File: config.mk
export PLATFORM = sky130hd
export DESIGN_NAME = rect_renderer
export DESIGN_NICKNAME = d
export VERILOG_FILES = /design/src/rtl/render_pkg.sv /design/src/rtl/rect_scan_counter.sv /design/src/rtl/rect_renderer.sv
export SDC_FILE = /design/constraint.sdc
export NUM_CORES = 1
export LEC_CHECK = 0
export CAP_MARGIN = 40
export CORE_MARGIN = 3
export CORE_UTILIZATION = 49
export DETAILED_ROUTE_END_ITERATION = 10
export PLACE_DENSITY = 0.79
export SLEW_MARGIN = 20
export SYNTH_ARGS = -nofsm -noshare
export SYNTH_HDL_FRONTEND = slang
export SYNTH_SLANG_ARGS = --single-unit
File: constraint.sdc
create_clock -name i_clock -period 3.1 [get_ports i_clock]
set_input_delay 0.775 -clock i_clock [delete_from_list [all_inputs] [get_ports i_clock]]
set_output_delay 0.775 -clock i_clock [all_outputs]
set_load 0.01 [all_outputs]
File: src/rtl/render_pkg.sv
// ---------------------------------------------------------------------------
// render_pkg
// Definitions shared by the shape renderers: FSM state type, draw-mode
// encodings and the default coordinate / size / colour widths.
// ---------------------------------------------------------------------------
package render_pkg;

  localparam int DEF_X_WIDTH     = 8;
  localparam int DEF_Y_WIDTH     = 7;
  localparam int DEF_SIZE_WIDTH  = 8;
  localparam int DEF_COLOR_WIDTH = 3;

  localparam logic MODE_FILL    = 1'b0;
  localparam logic MODE_OUTLINE = 1'b1;

  typedef enum logic [1:0] {
    ST_IDLE = 2'd0,
    ST_DRAW = 2'd1,
    ST_DONE = 2'd2
  } state_t;

endpackage

File: src/rtl/rect_scan_counter.sv
// ---------------------------------------------------------------------------
// rect_scan_counter
// Walks the (dx, dy) offsets of a rectangle in raster order. In outline
// mode, interior rows jump from dx = 0 straight to dx = w-1.
//
// Ports
//   i_clock    clock, posedge
//   i_reset    synchronous active-high reset (clears dx, dy)
//   i_load     start of job: clear dx, dy
//   i_advance  current pixel accepted, step to the next offset
//   i_mode     MODE_FILL / MODE_OUTLINE
//   i_w_m1     latched width - 1
//   i_h_m1     latched height - 1
//   o_dx_nxt   dx of the pixel after the current one
//   o_dy_nxt   dy of the pixel after the current one
//   o_last     current offset is the final pixel of the job
// ---------------------------------------------------------------------------
module rect_scan_counter
  import render_pkg::*;
#(
  parameter int SIZE_WIDTH = DEF_SIZE_WIDTH
) (
  input  logic                  i_clock,
  input  logic                  i_reset,
  input  logic                  i_load,
  input  logic                  i_advance,
  input  logic                  i_mode,
  input  logic [SIZE_WIDTH-1:0] i_w_m1,
  input  logic [SIZE_WIDTH-1:0] i_h_m1,
  output logic [SIZE_WIDTH-1:0] o_dx_nxt,
  output logic [SIZE_WIDTH-1:0] o_dy_nxt,
  output logic                  o_last
);

  logic [SIZE_WIDTH-1:0] r_dx;
  logic [SIZE_WIDTH-1:0] r_dy;
  logic                  w_row_end;
  logic                  w_edge_row;

  assign w_row_end  = (r_dx == i_w_m1);
  assign w_edge_row = (r_dy == '0) || (r_dy == i_h_m1);
  assign o_last     = w_row_end && (r_dy == i_h_m1);

  // Row end has priority, so a 1-wide outline never revisits dx = 0 and
  // a 2-wide interior row degenerates to an ordinary increment.
  always_comb begin
    o_dx_nxt = r_dx;
    o_dy_nxt = r_dy;
    if (w_row_end) begin
      o_dx_nxt = '0;
      o_dy_nxt = r_dy + SIZE_WIDTH'(1);
    end else if ((i_mode == MODE_OUTLINE) && !w_edge_row) begin
      o_dx_nxt = i_w_m1;
    end else begin
      o_dx_nxt = r_dx + SIZE_WIDTH'(1);
    end
  end

  always_ff @(posedge i_clock) begin
    if (i_reset || i_load) begin
      r_dx <= '0;
      r_dy <= '0;
    end else if (i_advance) begin
      if (o_last) begin
        r_dx <= '0;
        r_dy <= '0;
      end else begin
        r_dx <= o_dx_nxt;
        r_dy <= o_dy_nxt;
      end
    end
  end

endmodule

File: src/rtl/rect_renderer.sv
// ---------------------------------------------------------------------------
// rect_renderer
// Rasterises an axis-aligned rectangle (filled or outline) into a stream of
// pixel coordinates plus colour over a valid/ready handshake.
//
// Ports
//   i_clock, i_reset          clock (posedge), synchronous active-high reset
//   i_start                   job request, sampled only in IDLE
//   i_origin_x, i_origin_y    top-left corner
//   i_rect_w, i_rect_h        size in pixels (0 in either = empty job)
//   i_color, i_mode           pixel colour, MODE_FILL / MODE_OUTLINE
//   o_out_x, o_out_y          registered pixel coordinate (wraps, no clip)
//   o_out_color               registered pixel colour
//   o_out_valid, i_out_ready  pixel handshake
//   o_busy                    job in progress (DRAW or DONE)
//   o_has_finished            one-cycle pulse at the end of a job
//
// State | meaning
// IDLE  | waiting for i_start
// DRAW  | presenting pixels, advancing on each handshake
// DONE  | has_finished pulse, back to IDLE next cycle
// ---------------------------------------------------------------------------
module rect_renderer
  import render_pkg::*;
#(
  parameter int X_WIDTH     = DEF_X_WIDTH,
  parameter int Y_WIDTH     = DEF_Y_WIDTH,
  parameter int SIZE_WIDTH  = DEF_SIZE_WIDTH,
  parameter int COLOR_WIDTH = DEF_COLOR_WIDTH
) (
  input  logic                   i_clock,
  input  logic                   i_reset,
  input  logic                   i_start,
  input  logic [X_WIDTH-1:0]     i_origin_x,
  input  logic [Y_WIDTH-1:0]     i_origin_y,
  input  logic [SIZE_WIDTH-1:0]  i_rect_w,
  input  logic [SIZE_WIDTH-1:0]  i_rect_h,
  input  logic [COLOR_WIDTH-1:0] i_color,
  input  logic                   i_mode,
  output logic [X_WIDTH-1:0]     o_out_x,
  output logic [Y_WIDTH-1:0]     o_out_y,
  output logic [COLOR_WIDTH-1:0] o_out_color,
  output logic                   o_out_valid,
  input  logic                   i_out_ready,
  output logic                   o_busy,
  output logic                   o_has_finished
);

  state_t r_state;
  state_t w_state_nxt;

  logic [X_WIDTH-1:0]     r_org_x;
  logic [Y_WIDTH-1:0]     r_org_y;
  logic [SIZE_WIDTH-1:0]  r_w_m1;
  logic [SIZE_WIDTH-1:0]  r_h_m1;
  logic                   r_mode;

  logic [X_WIDTH-1:0]     r_out_x;
  logic [Y_WIDTH-1:0]     r_out_y;
  logic [COLOR_WIDTH-1:0] r_out_color;
  logic                   r_out_valid;

  logic                   w_load;
  logic                   w_handshake;
  logic                   w_last;
  logic [SIZE_WIDTH-1:0]  w_dx_nxt;
  logic [SIZE_WIDTH-1:0]  w_dy_nxt;

  rect_scan_counter #(
    .SIZE_WIDTH (SIZE_WIDTH)
  ) u_scan (
    .i_clock   (i_clock),
    .i_reset   (i_reset),
    .i_load    (w_load),
    .i_advance (w_handshake),
    .i_mode    (r_mode),
    .i_w_m1    (r_w_m1),
    .i_h_m1    (r_h_m1),
    .o_dx_nxt  (w_dx_nxt),
    .o_dy_nxt  (w_dy_nxt),
    .o_last    (w_last)
  );

  always_ff @(posedge i_clock) begin
    if (i_reset) begin
      r_state <= ST_IDLE;
    end else begin
      r_state <= w_state_nxt;
    end
  end

  always_comb begin
    w_state_nxt = r_state;
    w_load      = 1'b0;
    w_handshake = 1'b0;
    case (r_state)
      ST_IDLE: begin
        if (i_start) begin
          if ((i_rect_w == '0) || (i_rect_h == '0)) begin
            w_state_nxt = ST_DONE;
          end else begin
            w_state_nxt = ST_DRAW;
            w_load      = 1'b1;
          end
        end
      end
      ST_DRAW: begin
        w_handshake = r_out_valid && i_out_ready;
        if (w_handshake && w_last) begin
          w_state_nxt = ST_DONE;
        end
      end
      ST_DONE: begin
        w_state_nxt = ST_IDLE;
      end
      default: begin
        w_state_nxt = ST_IDLE;
      end
    endcase
  end

  // Output registers are loaded with the *next* pixel on each handshake so
  // the coordinate presented is always a flop, never a live adder output.
  always_ff @(posedge i_clock) begin
    if (i_reset) begin
      r_org_x     <= '0;
      r_org_y     <= '0;
      r_w_m1      <= '0;
      r_h_m1      <= '0;
      r_mode      <= MODE_FILL;
      r_out_x     <= '0;
      r_out_y     <= '0;
      r_out_color <= '0;
      r_out_valid <= 1'b0;
    end else if (w_load) begin
      r_org_x     <= i_origin_x;
      r_org_y     <= i_origin_y;
      r_w_m1      <= i_rect_w - SIZE_WIDTH'(1);
      r_h_m1      <= i_rect_h - SIZE_WIDTH'(1);
      r_mode      <= i_mode;
      r_out_x     <= i_origin_x;
      r_out_y     <= i_origin_y;
      r_out_color <= i_color;
      r_out_valid <= 1'b1;
    end else if (w_handshake) begin
      if (w_last) begin
        r_out_valid <= 1'b0;
      end else begin
        r_out_x <= r_org_x + X_WIDTH'(w_dx_nxt);
        r_out_y <= r_org_y + Y_WIDTH'(w_dy_nxt);
      end
    end
  end

  assign o_out_x        = r_out_x;
  assign o_out_y        = r_out_y;
  assign o_out_color    = r_out_color;
  assign o_out_valid    = r_out_valid;
  assign o_busy         = (r_state != ST_IDLE);
  assign o_has_finished = (r_state == ST_DONE);

endmodule

== Yosys cells after proc, flatten, opt, wreduce, memory -nomap -nowiden ==
Index checks and enable logic that the tools add are counted.

* Bits in registers: 69
* Word-level logic and storage cells: 68

* $add $sub $neg: 6
* Equal/unequal tests: 7
* Muxes and demuxes: 22
* Reduce and logical (&&, ||, !) cells: 20

{| class="wikitable"
|+ Operator list
! kind !! number
|-
| 8-bit 2-to-1 mux || 8
|-
| 8-bit zero test || 3
|-
| 7-bit 2-to-1 mux || 3
|-
| 8-bit by 1-bit adder with 8-bit output (second input constant) || 2
|-
| 8-bit == test || 2
|-
| 8-bit by 1-bit subtractor with 8-bit output (second input constant) || 2
|-
| 8-bit adder || 1
|-
| 2-bit AND reduction || 4
|-
| 2-bit nonzero test || 4
|-
| 7-bit adder || 1
|-
| 1-bit 2-to-1 mux || 7
|-
| 2-bit 2-to-1 mux || 3
|-
| 1-bit logical AND || 4
|-
| 2-bit inequality test (second input constant) || 2
|-
| 2-bit one-hot mux with 2 select lines || 1
|-
| 1-bit logical OR || 3
|-
| 2-bit by 1-bit == test with 1-bit output (second input constant) || 1
|-
| 2-bit == test (second input constant) || 1
|-
| 2-bit zero test || 1
|-
| 2-bit by 1-bit inequality test with 1-bit output (second input constant) || 1
|-
| 1-bit zero test || 1
|}

== Longest topological paths before layout ==
* Depth after elaboration: 10
* Mapped depth: 16

== Modules after synthesis ==
Synthesis repeated with hierarchy kept, for this count alone.

* Cell total of the unflattened synthesis: 510
* Area, all modules: 4294.1 sq um

{| class="wikitable"
|+ By module, submodules not included
! module !! instances !! cells an instance !! area an instance (sq um) !! seq. area each (sq um)
|-
| rect_renderer || 1 || 326 || 2826.5 || 1061.0
|-
| rect_scan_counter || 1 || 184 || 1467.7 || 320.3
|}

== Least setup slack after synthesis ==
No wires, ideal clock.

* Path kind: register to register
* Start point: register u_scan.r_dy[0]
* End point: register r_out_x[6] (netlist: o_out_x[6])
* Setup time: 0.079 ns
* Arrival: 3.345 ns
* Path slack: -0.324 ns
* Stages on the path, launching flop included: 16
* Buffers on the path: 0
* Cells stage by stage: dfxtp_1 -> inv_1 -> ha_1 -> or4b_4 -> o41ai_4 -> a21oi_4 -> a21oi_1 -> nor2_1 -> ha_1 -> fa_1 -> a21oi_1 -> o21bai_1 -> a21o_1 -> maj3_1 -> xnor2_1 -> a211oi_2

* Cells in the longest elaborated chain, start to end: 10
* Elaborated cells between the ends (all ways): 14
* Those cells by class: add/sub (1); eq/ne (2); mux (5); reduce/logical (6)

{| class="wikitable"
|+ RTL lines
! what !! line !! text
|-
| start: declaration || rect_scan_counter.sv:36 || <nowiki>logic [SIZE_WIDTH-1:0] r_dy;</nowiki>
|-
| start signal: assignment || rect_scan_counter.sv:69 || <nowiki>r_dy <= o_dy_nxt;</nowiki>
|-
| 8-bit == test or 8-bit zero test (tied branches) || rect_scan_counter.sv:41, rect_scan_counter.sv:42 ||
|-
| 1-bit logical OR || rect_scan_counter.sv:41 || <nowiki>assign w_edge_row = (r_dy == '0) || (r_dy == i_h_m1);</nowiki>
|-
| 1-bit zero test || rect_scan_counter.sv:52 || <nowiki>end else if ((i_mode == MODE_OUTLINE) && !w_edge_row) begin</nowiki>
|-
| 1-bit logical AND || rect_scan_counter.sv:52 ||
|-
| 8-bit 2-to-1 mux || rect_scan_counter.sv:52 ||
|-
| 8-bit 2-to-1 mux || rect_scan_counter.sv:49 || <nowiki>if (w_row_end) begin</nowiki>
|-
| 8-bit adder || rect_renderer.sv:149 || <nowiki>r_out_x <= r_org_x + X_WIDTH'(w_dx_nxt);</nowiki>
|-
| 8-bit 2-to-1 mux || rect_renderer.sv:146 || <nowiki>if (w_last) begin</nowiki>
|-
| 8-bit 2-to-1 mux || rect_renderer.sv:145 || <nowiki>end else if (w_handshake) begin</nowiki>
|-
| 8-bit 2-to-1 mux || rect_renderer.sv:135 || <nowiki>end else if (w_load) begin</nowiki>
|-
| end signal: assignment || rect_renderer.sv:141 || <nowiki>r_out_x <= i_origin_x;</nowiki>
|-
| end signal: assignment || rect_renderer.sv:149 ||
|-
| end: declaration || rect_renderer.sv:58 || <nowiki>logic [X_WIDTH-1:0] r_out_x;</nowiki>
|}

Several ways; a longest one is shown, not always the timed one. The select of a mux whose other input is x is not followed.
A chain may end at the register's enable or synchronous reset.

== Worst setup path in the final report ==
* Start point: register u_scan.r_dy[1]
* End point: register r_out_x[6] (netlist: o_out_x[6])

The elaborated chain is that of the path after synthesis.

==> parameters.txt <==
Parameter                              Value

Outcome
  Outcome ... finished, violations left
  Violated checks ... negative setup slack

Worst setup path
  Element type at the critical path end ... flip-flop
  CP arrival ... 3540 ps
  Max Fanout on Critical Path ... 4
  Startpoint types ... flip-flop
  Cells traversed along the worst timing path ... inv_2 -> ha_4 -> or4b_4 -> o41ai_4 -> a21oi_4 -> a21oi_2 -> nor2_1 -> ha_2 -> fa_2 -> a21oi_2 -> o21bai_2 -> a21o_1 -> maj3_2 -> xnor2_2 -> a211oi_2
  Largest stage delay on the critical path ... 470 ps
  Kind of critical path ... flip-flop to flip-flop
  Data required time of the critical path ... 3330 ps
  Library cell appearing most often on the critical path ... sky130_fd_sc_hd__a21oi_2
  Slowest stage cell on the critical path ... sky130_fd_sc_hd__or4b_4
  Buf/Inv on CP ... 1
  CP top delay family ... compound AO/OA/AOI/OAI gates

Floorplan
  Starting Density ... 0.510
  Overall die area ... 9290 um2
  Number of placed I/O pins ... 60
  Row count ... 32
  Area inside the core boundary ... 7850 um2
  Vertical extent of the die ... 96.4 um
  Chip width ... 96.4 um

Clock tree
  TritonCTS sink count ... 69
  Root Driver ... sky130_fd_sc_hd__clkbuf_8
  Hold-fix buffers at CTS ... 0
  CTS HTree Levels ... 3
  Clock transition at the registers of the reported paths ... 80 ps
  TritonCTS clock tree ... built
  Maximum number of buffers from clock root to sink ... 2
  Number of clock buffers inserted by TritonCTS ... 9
  Source-to-sink clock delay at the later pin of the worst-skew pair ... 360 ps

Synth
  Synthesized area divided by synthesized cell count ... 8.07 um2
  Register bit count reported by yosys ... 69
  Top-count cell post-synth ... sky130_fd_sc_hd__nand2_1
  Proportion of synthesized flip-flops having asynchronous set or reset ... 0
  Cell taking the most area after synthesis ... sky130_fd_sc_hd__dfxtp_1
  Syn Inst Count ... 496
  Post-synthesis cell area ... 4000 um2
  Most numerous cell types in the synthesized netlist ... 78 x sky130_fd_sc_hd__nand2_1, 69 x sky130_fd_sc_hd__dfxtp_1, 52 x sky130_fd_sc_hd__nor2_1
  Synth area leaders ... sky130_fd_sc_hd__dfxtp_1 35%, sky130_fd_sc_hd__nand2_1 7.3%, sky130_fd_sc_hd__xnor2_1 6.3%
  Ys Warns ... 0
  Count of different cell masters after synthesis ... 52
  EDFF count, synth ... 0
  Synthesized netlist net count ... 556
  Area share of the largest cell type after synthesis ... 0.345
  Post-synth top flop ... sky130_fd_sc_hd__dfxtp_1
  Share of the yosys chip area belonging to registers ... 0.345

Timing
  Relative slew slack ... 0.543
  Final hold violation count ... 0
  Fin crit share ... 1.07
  Min cycle time layout ... 3300 ps
  Max Clock Freq ... 0.303 GHz
  Setup Skew ... 10.8 ps
  Final number of setup-violating endpoints ... 4
  RSZ-0062 raised after global routing ... true
  Max-slew violation count ... 0
  Slew at the pin closest to its max-slew limit ... 686 ps
  Worst path setup slack after routing ... -204 ps

Layout
  Growth of design area from synthesis to finish ... 37.4%
  Fraction of final layout cells with drive strength greater than 1 ... 0.211
  Filler cells ... 579
  Cell area after layout ... 5500 um2
  Post-layout nets ... 651
  Antenna cells ... 0
  Share of the core filled with cells ... 0.701
  Final std cells w/o fill ... 698

Place
  Placed Cells ... 669
  Placer congestion estimate ... 0.956
  Post-detail-place hpwl ... 8050 um
  Post-detailed-placement cell area ... 4970 um2
  Port Buffer Count ... 59

Drt
  Detailed-route via count ... 3968
  DR pass1 iterations ... 5
  DR iter-0 viols ... 217
  Remaining DRCs ... 0
  Post-route antenna net violation count ... 0
  Via density ... 5.68
  Routed length per placed instance ... 17.0 um
  Final wirelength ... 11900 um

Pwr
  Sequential cell fraction of total power ... 0.402
  Net switching fraction of the power ... 0.257
  Worst vdd ir ... 0.000263 V
  Leakage dissipation ... 2.17 nW
  Power density over the cells ... 447 nW/um2
  Power consumption ... 2.46 mW
  Portion of total power attributed to combinational logic ... 0.181
  Cell-internal power ... 1.83 mW
  Clock network fraction of total power ... 0.417
  Net switching power ... 631 uW

Global routing
  Via count of the first global-routing pass ... 3993
  Maximum number of pins on one net before global-route repair ... 40
  GRT Resource Usage Total ... 0.259
  Global-route congestion overflow total ... 0
  Wire length of the first global-routing pass ... 18500 um
  Initial antenna violation count ... 0

Flow run
  Count of max-cap constraint violations ... 0

Worst hold path
  Min-Delay Path Class ... flip-flop to flip-flop
## cells by family (layout without fill, tap and decap cells)
kind of cell / after synthesis / after routing / share of synthesized area
and+or+nand+nor: 189 / 189 / 0.218
DFF: 69 / 69 / 0.345
adders and majority gates: 22 / 22 / 0.0719
xor gates and xnor gates: 47 / 47 / 0.103
buffers and inverters: 51 / 151 / 0.0538
muxes: 10 / 10 / 0.0281
AOI/OAI and AO/OA: 108 / 108 / 0.180
## area by class of cell
class | instances | area [um2] | share of cell area
Multi-Input combinational cell | 376 | 2560 | 0.465
Sequential cell | 69 | 1390 | 0.253
Timing Repair Buffer | 118 | 1080 | 0.196
Clock buffer | 11 | 151 | 0.0275
Clock inverter | 5 | 129 | 0.0234
Tap cell | 102 | 128 | 0.0232
Inverter | 17 | 63.8 | 0.0116
## repair_timing
item	4_1_cts	5_1_grt
buffers inserted	7	8
resized for setup	15	24
endpoints found under the setup margin	5	9
pin swaps	15	14
gates cloned	0	0
## per-layer routing
| metal | routed length, um | track usage |
|---|---|---|
| met5 | 0 | 0 |
| met4 | 401 | 0.102 |
| met3 | 590 | 0.0496 |
| met2 | 5920 | 0.458 |
| met1 | 4940 | 0.308 |
## stage by stage
| step | hold slack, ps | setup WS [ps] | TNS (ps) |
|---|---|---|---|
| 2_1_floorplan | 440 | -222 | -371 |
| 3_3_place_gp | 444 | -178 | -496 |
| 3_5_place_dp | 451 | -298 | -930 |
| 4_1_cts | 462 | -213 | -604 |
| 5_1_grt | 497 | -332 | -1380 |
| 6_report | 458 | -204 | -661 |
## path summary, 6_finish.rpt
kind                                     start             end  slack, ps  cells after the start
worst max register to register  u_scan.r_dy[1]      o_out_x[6]       -200                     15
worst min-delay path            o_out_color[0]  o_out_color[0]        460                      2
worst min register to register  o_out_color[0]  o_out_color[0]        460                      2
worst max-delay path            u_scan.r_dy[1]      o_out_x[6]       -200                     15
## power groups by stage
stage	logic, mW	registers (mW)	clock network, mW
global placement	0.403	1.00	0
CTS	0.427	0.984	1.02
floorplan	0.217	1.00	0
finish	0.446	0.987	1.02
detailed placement	0.415	1.00	0
global route	0.485	0.992	1.07
## worst reg2reg max path, stage by stage (launching register included)
cell,delay (ps)
sky130_fd_sc_hd__dfxtp_2,330
sky130_fd_sc_hd__inv_2,70
sky130_fd_sc_hd__ha_4,130
sky130_fd_sc_hd__or4b_4,470
sky130_fd_sc_hd__o41ai_4,280
sky130_fd_sc_hd__a21oi_4,90
sky130_fd_sc_hd__a21oi_2,170
sky130_fd_sc_hd__nor2_1,60
sky130_fd_sc_hd__ha_2,180
sky130_fd_sc_hd__fa_2,370
sky130_fd_sc_hd__a21oi_2,190
sky130_fd_sc_hd__o21bai_2,90
sky130_fd_sc_hd__a21o_1,170
sky130_fd_sc_hd__maj3_2,310
sky130_fd_sc_hd__xnor2_2,190
sky130_fd_sc_hd__a211oi_2,80
## cell usage in the layout (no fill, tap or decap), drive strengths merged, types with 7 or more instances in the layout
cell type / n
mux2i: 10
dfxtp: 69
nand3: 12
xnor2: 29
o21ai: 11
buf: 60
nand2: 78
nor3: 13
xor2: 18
a311oi: 7
ha: 19
a211oi: 19
clkdlybuf4s50: 58
clkbuf: 11
inv: 18
a21oi: 43
nor2: 52
## state kept, by name (all words and copies together), names as in the netlist
signal,count
o_out_y,7
o_out_valid,1
u_scan.r_dx,8
r_h_m1,8
r_mode,1
o_out_color,3
u_scan.r_dy,8
o_out_x,8
r_org_y,7
r_w_m1,8
r_state,2
r_org_x,8
Note: power is estimated with default switching activity, not from simulation.
